==> src/rtl/vga_timing_gen_if.sv <==
`default_nettype none
// ============================================================================
// Module      : vga_timing_gen_if
// Description : Signal bundle between the VGA raster timing generator and its
//               consumers (framebuffer read, DAC/pin logic, run control).
//               master : timing generator (takes en, drives everything else)
//               slave  : consumer side (drives en, observes timing)
// Ports       : en          run enable (0 freezes all timing state)
//               pix_ce      pixel strobe, one vgaclk cycle per pixel
//               hcnt/vcnt   raster position
//               fb_x/fb_y   downscaled framebuffer coordinates
//               hsync/vsync sync outputs at configured polarity
//               sync_b      composite sync (constant 0)
//               blank_b     1 inside the visible region
//               line_start  one-cycle strobe on entry to hcnt=0
//               frame_start one-cycle strobe on entry to (0,0)
//               frame_cnt   completed-frame counter, wraps
// Revision    : 1.0 - initial release
// ============================================================================
interface vga_timing_gen_if #(
    parameter int CW       = 10,
    parameter int SCALE_SH = 2,
    parameter int FCW      = 8
);
    logic                   en;
    logic                   pix_ce;
    logic [CW-1:0]          hcnt;
    logic [CW-1:0]          vcnt;
    logic [CW-SCALE_SH-1:0] fb_x;
    logic [CW-SCALE_SH-1:0] fb_y;
    logic                   hsync;
    logic                   vsync;
    logic                   sync_b;
    logic                   blank_b;
    logic                   line_start;
    logic                   frame_start;
    logic [FCW-1:0]         frame_cnt;

    modport master (
        input  en,
        output pix_ce, hcnt, vcnt, fb_x, fb_y, hsync, vsync, sync_b,
               blank_b, line_start, frame_start, frame_cnt
    );

    modport slave (
        output en,
        input  pix_ce, hcnt, vcnt, fb_x, fb_y, hsync, vsync, sync_b,
               blank_b, line_start, frame_start, frame_cnt
    );
endinterface
`default_nettype wire

==> src/rtl/vga_timing_gen.sv <==
`default_nettype none
// ============================================================================
// Module      : vga_timing_gen
// Description : Parametrised VGA raster timing generator. A pixel-clock
//               divider produces pix_ce; horizontal/vertical counters and a
//               frame counter advance on it. Every decode (syncs, blanking,
//               framebuffer coordinates, strobes) is computed from the
//               next-state counter values and registered alongside the
//               counters, so decodes never lag the counters they describe.
// Ports       : vgaclk   pixel/system clock
//               reset_b  asynchronous active-low reset; assertion is
//                        asynchronous, release must be synchronous to vgaclk
//               vga      vga_timing_gen_if.master (see interface header)
// Constraints : HTOTAL and VTOTAL must each be <= 2**CW; PIXDIV >= 1;
//               SCALE_SH < CW.
// Revision    : 1.0 - initial release
// ============================================================================
module vga_timing_gen #(
    parameter int HACTIVE  = 640,
    parameter int HFP      = 16,
    parameter int HSYN     = 96,
    parameter int HBP      = 48,
    parameter int VACTIVE  = 480,
    parameter int VFP      = 10,
    parameter int VSYN     = 2,
    parameter int VBP      = 33,
    parameter int CW       = 10,
    parameter bit HPOL     = 1'b0,
    parameter bit VPOL     = 1'b0,
    parameter int PIXDIV   = 1,
    parameter int SCALE_SH = 2,
    parameter int FCW      = 8
) (
    input  logic                  vgaclk,
    input  logic                  reset_b,
    vga_timing_gen_if.master      vga
);

    localparam int c_HTOTAL = HACTIVE + HFP + HSYN + HBP;
    localparam int c_VTOTAL = VACTIVE + VFP + VSYN + VBP;
    localparam int c_DW     = (PIXDIV > 1) ? $clog2(PIXDIV) : 1;

    localparam logic [c_DW-1:0] c_DIV_LAST = c_DW'(PIXDIV - 1);
    localparam logic [CW-1:0]   c_H_LAST   = CW'(c_HTOTAL - 1);
    localparam logic [CW-1:0]   c_V_LAST   = CW'(c_VTOTAL - 1);

    // Region boundaries carry one extra bit so that a boundary equal to
    // 2**CW (back porch of zero with a full-range counter) still compares.
    localparam logic [CW:0] c_H_ACT_END = (CW+1)'(HACTIVE);
    localparam logic [CW:0] c_H_SYN_BEG = (CW+1)'(HACTIVE + HFP);
    localparam logic [CW:0] c_H_SYN_END = (CW+1)'(HACTIVE + HFP + HSYN);
    localparam logic [CW:0] c_V_ACT_END = (CW+1)'(VACTIVE);
    localparam logic [CW:0] c_V_SYN_BEG = (CW+1)'(VACTIVE + VFP);
    localparam logic [CW:0] c_V_SYN_END = (CW+1)'(VACTIVE + VFP + VSYN);

    logic [c_DW-1:0]        div_q,    div_d;
    logic [CW-1:0]          hcnt_q,   hcnt_d;
    logic [CW-1:0]          vcnt_q,   vcnt_d;
    logic [FCW-1:0]         frame_q,  frame_d;
    logic                   hsync_q,  hsync_d;
    logic                   vsync_q,  vsync_d;
    logic                   blank_q,  blank_d;
    logic [CW-SCALE_SH-1:0] fbx_q,    fbx_d;
    logic [CW-SCALE_SH-1:0] fby_q,    fby_d;
    logic                   line_q,   line_d;
    logic                   fstart_q, fstart_d;

    logic                   w_pix_ce;
    logic                   w_h_wrap;
    logic                   w_v_wrap;
    logic [CW:0]            w_hx;
    logic [CW:0]            w_vx;

    // pix_ce is combinational; gating with reset_b keeps it low while the
    // design is held in reset even if en is already high.
    assign w_pix_ce = reset_b & vga.en & (div_q == c_DIV_LAST);
    assign w_h_wrap = w_pix_ce & (hcnt_q == c_H_LAST);
    assign w_v_wrap = w_h_wrap & (vcnt_q == c_V_LAST);

    always_comb begin
        div_d = div_q;
        if (vga.en) begin
            div_d = (div_q == c_DIV_LAST) ? '0 : div_q + 1'b1;
        end

        hcnt_d = hcnt_q;
        if (w_pix_ce) begin
            hcnt_d = w_h_wrap ? '0 : hcnt_q + 1'b1;
        end

        vcnt_d = vcnt_q;
        if (w_h_wrap) begin
            vcnt_d = w_v_wrap ? '0 : vcnt_q + 1'b1;
        end

        frame_d = frame_q;
        if (w_v_wrap) begin
            frame_d = frame_q + 1'b1;
        end

        // Decode the values the counters are about to take, so the
        // registered decodes line up with the registered counters.
        w_hx = {1'b0, hcnt_d};
        w_vx = {1'b0, vcnt_d};

        hsync_d  = ((w_hx >= c_H_SYN_BEG) && (w_hx < c_H_SYN_END)) ? HPOL : ~HPOL;
        vsync_d  = ((w_vx >= c_V_SYN_BEG) && (w_vx < c_V_SYN_END)) ? VPOL : ~VPOL;
        blank_d  = (w_hx < c_H_ACT_END) && (w_vx < c_V_ACT_END);
        fbx_d    = hcnt_d[CW-1:SCALE_SH];
        fby_d    = vcnt_d[CW-1:SCALE_SH];

        // Strobes come from the wrap event itself, not from the counter
        // being zero, so they fire once per wrap regardless of PIXDIV or
        // pauses, and never for the post-reset origin.
        line_d   = w_h_wrap;
        fstart_d = w_v_wrap;
    end

    always_ff @(posedge vgaclk or negedge reset_b) begin
        if (!reset_b) begin
            div_q    <= '0;
            hcnt_q   <= '0;
            vcnt_q   <= '0;
            frame_q  <= '0;
            hsync_q  <= ~HPOL;
            vsync_q  <= ~VPOL;
            blank_q  <= 1'b1;
            fbx_q    <= '0;
            fby_q    <= '0;
            line_q   <= 1'b0;
            fstart_q <= 1'b0;
        end else begin
            div_q    <= div_d;
            hcnt_q   <= hcnt_d;
            vcnt_q   <= vcnt_d;
            frame_q  <= frame_d;
            hsync_q  <= hsync_d;
            vsync_q  <= vsync_d;
            blank_q  <= blank_d;
            fbx_q    <= fbx_d;
            fby_q    <= fby_d;
            line_q   <= line_d;
            fstart_q <= fstart_d;
        end
    end

    assign vga.pix_ce      = w_pix_ce;
    assign vga.hcnt        = hcnt_q;
    assign vga.vcnt        = vcnt_q;
    assign vga.fb_x        = fbx_q;
    assign vga.fb_y        = fby_q;
    assign vga.hsync       = hsync_q;
    assign vga.vsync       = vsync_q;
    assign vga.sync_b      = 1'b0;
    assign vga.blank_b     = blank_q;
    assign vga.line_start  = line_q;
    assign vga.frame_start = fstart_q;
    assign vga.frame_cnt   = frame_q;

endmodule
`default_nettype wire
==> src/flat_wrapper.sv <==
// flat-port wrapper written by rule: the top's interface ports become plain ports
module vga_timing_gen_flat 
#(
    parameter int HACTIVE  = 640,
    parameter int HFP      = 16,
    parameter int HSYN     = 96,
    parameter int HBP      = 48,
    parameter int VACTIVE  = 480,
    parameter int VFP      = 10,
    parameter int VSYN     = 2,
    parameter int VBP      = 33,
    parameter int CW       = 10,
    parameter bit HPOL     = 1'b0,
    parameter bit VPOL     = 1'b0,
    parameter int PIXDIV   = 1,
    parameter int SCALE_SH = 2,
    parameter int FCW      = 8
)
  (vgaclk, reset_b, vga_en, vga_pix_ce, vga_hcnt, vga_vcnt, vga_fb_x, vga_fb_y, vga_hsync, vga_vsync, vga_sync_b, vga_blank_b, vga_line_start, vga_frame_start, vga_frame_cnt);
  vga_timing_gen_if #(.CW(CW), .SCALE_SH(SCALE_SH), .FCW(FCW)) vga_i ();
  input  logic vgaclk;
  input  logic reset_b;
  input wire logic [$bits(vga_i.en)-1:0] vga_en;
  output wire logic [$bits(vga_i.pix_ce)-1:0] vga_pix_ce;
  output wire logic [$bits(vga_i.hcnt)-1:0] vga_hcnt;
  output wire logic [$bits(vga_i.vcnt)-1:0] vga_vcnt;
  output wire logic [$bits(vga_i.fb_x)-1:0] vga_fb_x;
  output wire logic [$bits(vga_i.fb_y)-1:0] vga_fb_y;
  output wire logic [$bits(vga_i.hsync)-1:0] vga_hsync;
  output wire logic [$bits(vga_i.vsync)-1:0] vga_vsync;
  output wire logic [$bits(vga_i.sync_b)-1:0] vga_sync_b;
  output wire logic [$bits(vga_i.blank_b)-1:0] vga_blank_b;
  output wire logic [$bits(vga_i.line_start)-1:0] vga_line_start;
  output wire logic [$bits(vga_i.frame_start)-1:0] vga_frame_start;
  output wire logic [$bits(vga_i.frame_cnt)-1:0] vga_frame_cnt;
  assign vga_i.en = vga_en;
  assign vga_pix_ce = vga_i.pix_ce;
  assign vga_hcnt = vga_i.hcnt;
  assign vga_vcnt = vga_i.vcnt;
  assign vga_fb_x = vga_i.fb_x;
  assign vga_fb_y = vga_i.fb_y;
  assign vga_hsync = vga_i.hsync;
  assign vga_vsync = vga_i.vsync;
  assign vga_sync_b = vga_i.sync_b;
  assign vga_blank_b = vga_i.blank_b;
  assign vga_line_start = vga_i.line_start;
  assign vga_frame_start = vga_i.frame_start;
  assign vga_frame_cnt = vga_i.frame_cnt;
  vga_timing_gen #(.HACTIVE(HACTIVE), .HFP(HFP), .HSYN(HSYN), .HBP(HBP), .VACTIVE(VACTIVE), .VFP(VFP), .VSYN(VSYN), .VBP(VBP), .CW(CW), .HPOL(HPOL), .VPOL(VPOL), .PIXDIV(PIXDIV), .SCALE_SH(SCALE_SH), .FCW(FCW)) u_core (.vgaclk(vgaclk), .reset_b(reset_b), .vga(vga_i));
endmodule
==> config.mk <==
export PLATFORM = sky130hd
export DESIGN_NAME = vga_timing_gen_flat
export DESIGN_NICKNAME = d
export VERILOG_FILES = /design/src/rtl/vga_timing_gen_if.sv /design/src/rtl/vga_timing_gen.sv /design/src/flat_wrapper.sv
export SDC_FILE = /design/constraint.sdc
export NUM_CORES = 1
export LEC_CHECK = 0
export CORE_ASPECT_RATIO = 1.1
export CORE_MARGIN = 3
export CORE_UTILIZATION = 48
export CTS_BUF_LIST = sky130_fd_sc_hd__clkbuf_2
export DETAILED_ROUTE_END_ITERATION = 12
export DONT_BUFFER_PORTS = 1
export GPL_TIMING_DRIVEN = 0
export PLACE_DENSITY = 0.65
export SLEW_MARGIN = 5
export SYNTH_ARGS = -nofsm -noshare
export SYNTH_HDL_FRONTEND = slang
export SYNTH_SLANG_ARGS = --single-unit
==> constraint.sdc <==
create_clock -name vgaclk -period 2.1 [get_ports vgaclk]
set_clock_uncertainty 0.05 [all_clocks]
set_input_delay 0.42 -clock vgaclk [delete_from_list [all_inputs] [get_ports vgaclk]]
set_output_delay 0.42 -clock vgaclk [all_outputs]
set_load 0.01 [all_outputs]
# Yosys cells after proc, flatten, opt, wreduce, memory -nomap -nowiden
# Cells that the tools add are included.
# op_classes
reduce_logical,3
eq_ne,2
add_sub_neg,4
mux,7
n_bitwise,5
order_cmp,6
# ops
operator,n
10-bit 2-to-1 mux,4
"10-bit by 1-bit adder with 10-bit output, second input constant",2
"10-bit == test, second input constant",2
"10-bit less-than comparator, second input constant",2
"10-bit by 9-bit less-than comparator with 1-bit output, second input constant",2
"10-bit greater-or-equal comparator, second input constant",1
"10-bit by 9-bit greater-or-equal comparator with 1-bit output, second input constant",1
"8-bit by 1-bit adder with 8-bit output, second input constant",1
1-bit AND,4
1-bit logical AND,3
1-bit 2-to-1 mux,3
"1-bit adder, second input constant",1
1-bit inverter,1
# word_totals
elab_cells,38
reg_bits,50
out_inout_bits,51

# Logic depth before layout (Yosys ltp)
# Gate-level depths: netlist (run 1).
# logic_depth
depth_word,9
mapped_depth,9
depth_no_buf,7

# Least setup slack after synthesis (run 1)
# Ideal clock, no wire load.
# synth_timing
path_type,flip-flop to flip-flop
start,reg u_core.hcnt_q[7] (netlist: u_core.vga.hcnt[7])
end,reg u_core.vsync_q (netlist: u_core.vga.vsync)
period_less_slack_ns,2.305
path_buffers,2
setup_slack_ns,-0.205
arrival_ns,2.153
stages_incl_launch_ff,9
setup_ns,0.102
path_cell_list,dfrtp_1 buf_6 or3b_4 or4b_1 buf_6 clkinv_4 o21ai_2 a222oi_1 o2111ai_1
# synth_between
elab_chain_len,8
elab_cells_between_ends,9
classes_between,order compare: 2; eq/ne: 1; mux: 3; bitwise: 2; reduce/logical: 1
# synth_lines
element,line,rtl
start: declaration,vga_timing_gen.sv:57,"logic [CW-1:0] hcnt_q, hcnt_d;"
start signal: assignment,vga_timing_gen.sv:134,hcnt_q <= hcnt_d;
10-bit == test *,vga_timing_gen.sv:77,assign w_h_wrap = w_pix_ce & (hcnt_q == c_H_LAST);
1-bit AND *,vga_timing_gen.sv:77,
1-bit AND,vga_timing_gen.sv:78,assign w_v_wrap = w_h_wrap & (vcnt_q == c_V_LAST);
10-bit 2-to-1 mux,vga_timing_gen.sv:93,vcnt_d = w_v_wrap ? '0 : vcnt_q + 1'b1;
10-bit 2-to-1 mux *,vga_timing_gen.sv:92,if (w_h_wrap) begin
10-bit by 9-bit greater-or-equal comparator with 1-bit output or 10-bit by 9-bit less-than comparator with 1-bit output (tied branches),vga_timing_gen.sv:107,vsync_d = ((w_vx >= c_V_SYN_BEG) && (w_vx < c_V_SYN_END)) ? VPOL : ~VPOL;
1-bit logical AND *,vga_timing_gen.sv:107,
1-bit 2-to-1 mux *,vga_timing_gen.sv:107,
named net u_core.vsync_d,vga_timing_gen.sv:61,"logic vsync_q, vsync_d;"
end signal: assignment,vga_timing_gen.sv:126,vsync_q <= ~VPOL;
end signal: assignment,vga_timing_gen.sv:138,vsync_q <= vsync_d;
end: declaration,vga_timing_gen.sv:61,
# Mark *: on every way through the listed nets, which the timed path passes. The rest lies on a longest branch.
# A chain may end at the register's enable or synchronous reset.

# Final worst setup path (run 1)
# layout_timing
start,reg u_core.hcnt_q[7] (netlist: u_core.vga.hcnt[7])
end,reg u_core.vsync_q (netlist: u_core.vga.vsync)
# layout_between
elab_chain_len,8
elab_cells_between_ends,9
classes_between,order compare: 2; eq/ne: 1; mux: 3; bitwise: 2; reduce/logical: 1
# layout_lines
element,line,rtl
10-bit == test *,vga_timing_gen.sv:77,
1-bit AND *,vga_timing_gen.sv:77,
named net u_core.line_d,vga_timing_gen.sv:65,"logic line_q, line_d;"
1-bit AND,vga_timing_gen.sv:78,
10-bit 2-to-1 mux,vga_timing_gen.sv:93,
10-bit 2-to-1 mux *,vga_timing_gen.sv:92,
10-bit by 9-bit greater-or-equal comparator with 1-bit output or 10-bit by 9-bit less-than comparator with 1-bit output (tied branches),vga_timing_gen.sv:107,
1-bit logical AND *,vga_timing_gen.sv:107,
1-bit 2-to-1 mux *,vga_timing_gen.sv:107,
named net u_core.vsync_d,vga_timing_gen.sv:61,
# Marks and branches as above.

==> summary.txt, run 1 <==
Logic synthesis
  • Post-synth EDFFs: 0
  • Seq/Total Area, Yosys: between 40% and 50%
  • Cell variety after synth: 47
  • Ys flop type: dfrtp_1
  • Top cells by count, synth: dfrtp_1 (30), nand2_1 (24), buf_4 (18)
  • Yosys reg bits: 33
  • Most frequent cell after synthesis: dfrtp_1
  • Netlist Area Pre-Place: between 1500 and 2000 um^2
  • Synth warn: 0
  • Post-Synthesis Cells: ~200
  • Synth async-reset ratio: 100.0%
  • Syn Nets: 202
  • Largest area contributor in the netlist: dfrtp_1
  • Largest cells by area after synthesis: dfrtp_1 (40%), buf_4 (7.2%), nand2_1 (4.8%), dfstp_2 (4.2%), xnor2_1 (3.7%)
  • Avg Cell Area, Syn: between 9 and 10 um^2
  • Yosys top cell area share: 39.97%

Floorplan
  • Core Region: around 3700 um^2
  • Starting density of the core: between 50 and 60%
  • Total die area: 4700 um^2
  • Die H: around 72 um
  • Row count: 23
  • Die width: ~66 um
  • Io pins: 54

Routing
  • Vias: approximately 1.6k
  • DRT Wirelength: approximately 4700 um
  • WL per Instance: ~17 um
  • Final ANT Viol Nets: 0
  • Number of vias per cell: about 6
  • Drt pass-1 iters: 4
  • Drt initial violations: about 130
  • DRC Markers: 0

GRT
  • Grt ovf: 0
  • First-pass GRT wire length: 7507 um
  • Initial antenna violation count: 0
  • Total track usage: roughly 21%
  • Largest net degree at the start of global routing: 34
  • Vias in the first global route: 1614

Clock tree
  • Clock latency on the worst-skew pair: about 0.4 ns
  • Clk pin slew, worst setup/hold paths: roughly 0.20 ns
  • CTS tree: done
  • H-tree depth: 2
  • CTS Buffer Depth: 2
  • Cts bufs inserted: 5
  • Clk root buf: clkbuf_2
  • Clock tree sinks: 33

Placed design
  • PortBufs: 0
  • Final HPWL DP: roughly 3000 um
  • Pre-CTS setup slack: -0.4314 ns
  • Gpl congestion: between 0.8 and 0.9
  • Placed insts: 245

STA
  • Fin crit share: 113.2%
  • Min Clock Period, post-route: between 2 and 2.5 ns
  • Final Hold Viols: 0
  • Max Freq: ~420 MHz
  • Final max-slew violation count: 0
  • RSZ-0062 raised after global routing: yes
  • Final setup viols: 23
  • Hold slack: approximately 0.18 ns
  • Final worst slack: -0.2775 ns
  • Setup TNS: -2.964 ns

Setup path
  • WP data required: 2.37 ns
  • Crit path kind: flip-flop to flip-flop
  • Crit start category: flip-flop
  • Reg2Reg Launch Point: u_core.vga.hcnt[7]
  • CP Max Fanout: 6
  • Worst setup EP type: flip-flop
  • Worst EP arrival: 2.65 ns
  • Crit. Startpoint: u_core.vga.hcnt[7]

Power and ir drop
  • Reported leakage power: roughly 1.1 nW
  • Power Dens Cells: about 600 nW/um^2
  • Peak VDD IR: around 0.42 mV

Final layout
  • Final std cells w/o fill: 270
  • Layout cells sized above 1: between 30% and 40%
  • Ant diodes: 0
  • Area delta synth->final: 23.32%
  • Filler cells: 306
  • Fin nets: 226

Hold path
  • Hold path start: vga_en
  • Worst hold path type: input pin to flip-flop

Run status
  • Run status: finished with violations
  • Failing checks: negative setup slack

Run
  • # Max-Cap Violations: 0
[worst max-delay path: stages (launching register included)]
cell	delay [ns]
dfrtp_2	0.48
buf_6	0.13
or3b_4	0.37
or4b_4	0.56
clkinv_8	0.09
buf_4	0.12
buf_8	0.12
nand2_8	0.06
nor3_1	0.17
o2111ai_1	0.17
[state kept, by name, summed over array words and instances, names as in the netlist]
name,flops
u_core.vga.hcnt,9
u_core.vga.vcnt,9
u_core.vga.frame_cnt,8
u_core.vga.blank_b,1
u_core.vga.fb_x,1
u_core.vga.fb_y,1
u_core.vga.frame_start,1
u_core.vga.hsync,1
u_core.vga.line_start,1
u_core.vga.vsync,1
[where the power goes]
part           total [W]  internal, W  switching, W
registers       0.000770     0.000679     0.0000905
logic           0.000204    0.0000911      0.000113
clock network   0.000446     0.000203      0.000244
total            0.00142     0.000973      0.000447
[logic make-up (layout without fill, tap and decap cells)]
logic type,count (synthesis),count (layout),share of synthesized area [%]
compound gates,33,33,12.13
xor+xnor,14,14,6.529
fa+ha+maj,4,4,2.665
buf+inv,32,56,11.06
flops,33,33,44.17
mux,3,3,1.666
other cells,1,1,0.1997
simple gates,75,76,21.59
[per-layer routing]
metal / share of wire [%] / routed length, um / vias to the layer above / global-route usage (%)
li1: - / - / 727 / -
met1: 40 / 1845 / 787 / 23.96
met2: 52 / 2422 / 64 / 35.41
met3: 6.7 / 312 / 9 / 7.210
met4: 1.7 / 80 / 0 / 6.452
met5: 0 / 0 / - / 0
[placed cells by master, fill, tap and decap left out, drive strengths merged, types with 4 or more instances in the layout]
cell type	instances
o21ai	14
nand4	8
xnor2	8
xor2	6
nor2	8
buf	34
dfrtp	30
clkbuf	8
nor3	9
nand2	24
ha	4
nand3	6
and3	5
inv	8
[timing repair]
item	CTS	global route
gates resized for setup	29	11
pin swaps	14	9
buffers inserted	10	6
gates cloned	1	0
setup endpoints to repair	25	26
endpoints found under the hold margin	33	0
hold buffers	2	0
[through the flow]
step | cell area (um^2) | utilization, % | power (W)
5_1_grt | 2316 | 62.39 | 0.001497
4_1_cts | 2250 | 60.60 | 0.001432
6_report | 2316 | 62.39 | 0.001420
3_3_place_gp | 1959 | 52.78 | 0.0009417
2_1_floorplan | 1897 | - | 0.0009084
3_5_place_dp | 1959 | 52.78 | 0.0009566
[cell type report]
class	instances	area [um^2]	area share, %
timing repair buffer	17	171.4	7.401
multi-input combinational	131	958.4	41.38
inverter	9	46.29	1.999
buffer	22	167.7	7.239
sequential	33	838.3	36.20
clock inverter	3	46.29	1.999
clock buffer	5	25.02	1.080
tap	50	62.56	2.701
[final timing paths]
path,to,slack [ns],cells after the start
worst max-delay path,u_core.vga.vsync,-0.28,9
worst min-delay path,u_core.vga.hcnt[1],0.18,3
worst max register to register,u_core.vga.vsync,-0.28,9
worst min register to register,u_core.vga.frame_cnt[7],0.51,1
max in group asynchronous,u_core.vga.hsync,1.34,2
min in group asynchronous,u_core.vga.hcnt[4],0.39,2
No activity file was read; power rests on OpenSTA's default activity.
==> run 2: changes to the inputs <==
MAX_ROUTING_LAYER = met4   (was unset)
TNS_END_PERCENT = 20   (was unset)
==> run 2 against run 1 <==
The flow still finishes with violations (negative setup slack). Final cell count shrank 2.6%. Worst setup slack lost 0.0077 ns. Highest routed layer unchanged. Die area is the same. Via count shrank 3.0%. Sequential cell count is the same. Maximum frequency shrank 0.32%. Global-route usage grew 0.36 points. Sequential share of layout area grew 1.5 points. Worst hold slack gained 0.028 ns. Core utilization shrank 2.6 points. Cell area shrank 4.1%. Combinational power is essentially flat.
==> summary.txt, run 2 (synthesis gave the netlist of run 1 again) <==
Routing
  • DRT Wirelength: 4408 um (-5.4%)
  • Drt initial violations: 107 (-18%)
  • Vias: 1540 (-3.0%)
  • Number of vias per cell: 5.856 (-0.38%)
  • WL per Instance: 16.76 um (-2.9%)
  • DRC Markers: 0 (unchanged)
  • Final ANT Viol Nets: 0 (unchanged)
  • Drt pass-1 iters: 4 (unchanged)

STA
  • Max Freq: 419.3 MHz (-0.32%)
  • Hold slack: 0.2075 ns (+0.02755 ns)
  • Setup TNS: -2.071 ns (+0.8922 ns)
  • Final Hold Viols: 0 (unchanged)
  • Final max-slew violation count: 0 (unchanged)
  • Fin crit share: 113.6% (+0.37 points)
  • Min Clock Period, post-route: 2.385 ns (+0.007676 ns)
  • RSZ-0062 raised after global routing: yes
  • Final worst slack: -0.2852 ns (-0.007676 ns)
  • Final setup viols: 21 (-8.7%)

Setup path
  • Worst setup EP type: flip-flop
  • Crit path kind: flip-flop to flip-flop
  • CP Buf/Inv Count: 2 (-2)
  • WP data required: 2.33 ns (-0.04 ns)
  • Slowest stage delay, CP: 0.58 ns (+0.02 ns)
  • Worst EP arrival: 2.62 ns (-0.03 ns)
  • Cell Chain, Critical Path: buf_6, or3b_4, or4b_4, clkinv_8, o21ai_2, a222oi_1, o2111ai_1
  • CP delay by family, top: simple AND/OR/NAND/NOR gates
  • Crit start category: flip-flop
  • CP Max Fanout: 7 (+1)
  • CP max-delay cell: or4b_4

Floorplan
  • Total die area: 4700 um^2 (unchanged)
  • Row count: 23 (unchanged)
  • Io pins: 54 (unchanged)
  • Core Region: 3712 um^2 (unchanged)
  • Die width: 65.64 um (unchanged)
  • Die H: 71.61 um (unchanged)
  • Starting density of the core: 50.59% (unchanged)

GRT
  • Grt ovf: 0 (unchanged)
  • Largest net degree at the start of global routing: 34 (unchanged)
  • First-pass GRT wire length: 7458 um (-0.65%)
  • Initial antenna violation count: 0 (unchanged)
  • Vias in the first global route: 1599 (-0.93%)
  • Total track usage: 20.99% (+0.36 points)

Final layout
  • Most frequent cells in the layout: buf_4 (24), nand2_1 (23), dfrtp_1 (23)
  • Final Instance Area: 2221 um^2 (-4.1%)
  • Layout cells sized above 1: 31.92% (-1.7 points)
  • Filler cells: 319 (+4.2%)
  • Area delta synth->final: 18.25%
  • Ant diodes: 0 (unchanged)
  • Fin nets: 220 (-2.7%)
  • Commonest non-fill, non-tap cell in the layout: buf_4

Clock tree
  • Clock tree sinks: 33 (unchanged)
  • H-tree depth: 2 (unchanged)
  • Clock latency on the worst-skew pair: 0.38 ns (about the same)
  • Clk pin slew, worst setup/hold paths: 0.17 ns (-0.03 ns)
  • Clk root buf: clkbuf_2
  • CTS tree: done
  • Cts bufs inserted: 5 (unchanged)
  • CTS Buffer Depth: 2 (unchanged)

Placed design
  • Final HPWL DP: 2966 um (-0.58%)
  • PortBufs: 0 (unchanged)
  • Placed Area: 1954 um^2 (-0.26%)
  • Gpl congestion: 0.9327 (+6.3%)

Run status
  • Failing checks: negative setup slack
  • Run status: finished with violations

Power and ir drop
  • Power Dens Cells: 562.6 nW/um^2 (-8.2%)
  • Peak VDD IR: 0.3489 mV (-17%)
  • Reported leakage power: 0.9991 nW (-5.7%)

Run
  • # Max-Cap Violations: 0 (unchanged)

Hold path
  • Worst hold path type: input pin to flip-flop
-- run 2: per-stage QoR --
stage	power [W]	instances	utilization, %	setup slack [ns]
floorplan	0.0009084	195	-	-0.1455
global placement	0.0009417	245	52.65	-0.4009
detailed placement	0.0009506	245	52.65	-0.4329
CTS	0.001257	261	58.75	-0.3220
global route	0.001322	263	59.82	-0.3220
finish	0.001249	263	59.82	-0.2852
-- run 2: layout make-up --
| class | instances | area [um^2] | area share [%] |
|---|---|---|---|
| repair buffers | 13 | 140.1 | 6.310 |
| flip-flops and latches | 33 | 838.3 | 37.75 |
| multi-input cells | 130 | 947.2 | 42.65 |
| clock buffers | 6 | 30.03 | 1.352 |
| inverters | 9 | 46.29 | 2.085 |
| plain buffers | 21 | 152.6 | 6.873 |
| clock inverters | 1 | 3.754 | 0.1690 |
| well taps | 50 | 62.56 | 2.817 |
-- run 2: metal layers --
| metal | global-route usage, % | part of all wire [%] |
|---|---|---|
| met2 | 33.85 | 51 |
| met4 | 10.14 | 3.0 |
| met1 | 23.08 | 40 |
| met5 | - | 0 |
| met3 | 7.053 | 6.4 |
-- run 2: power breakdown --
part | internal [W] | switching [W]
Combinational | 0.0000916 | 0.000110
Clock | 0.0000776 | 0.000203
Sequential | 0.000679 | 0.0000881
Total | 0.000848 | 0.000401
-- run 2: tightest hold or removal path: cells and delay by family --
kind	cells	cell delay [ns]
and+or+nand+nor	2	0.16
AOI/OAI and AO/OA	1	0.05
-- run 2: path summary, 6_finish.rpt --
check                                   startpoint                      end  slack [ns]  depth (start not counted)
setup / recovery                u_core.vga.hcnt[7]         u_core.vga.vsync       -0.29                          7
hold / removal                              vga_en       u_core.vga.hcnt[1]        0.21                          3
setup reg to reg                u_core.vga.hcnt[7]         u_core.vga.vsync       -0.29                          7
hold reg to reg            u_core.vga.frame_cnt[7]  u_core.vga.frame_cnt[7]        0.50                          1
max in group asynchronous                  reset_b         u_core.vga.vsync        1.31                          2
min in group asynchronous                  reset_b       u_core.vga.hcnt[6]        0.42                          2
-- run 2: repair_timing --
action,4_1_cts,5_1_grt
pin swaps,14,5
setup endpoints to repair,25,27
cloned,0,0
hold buffers,2,0
setup buffers,7,4
endpoints found under the hold margin,33,0
gates resized for setup,26,14
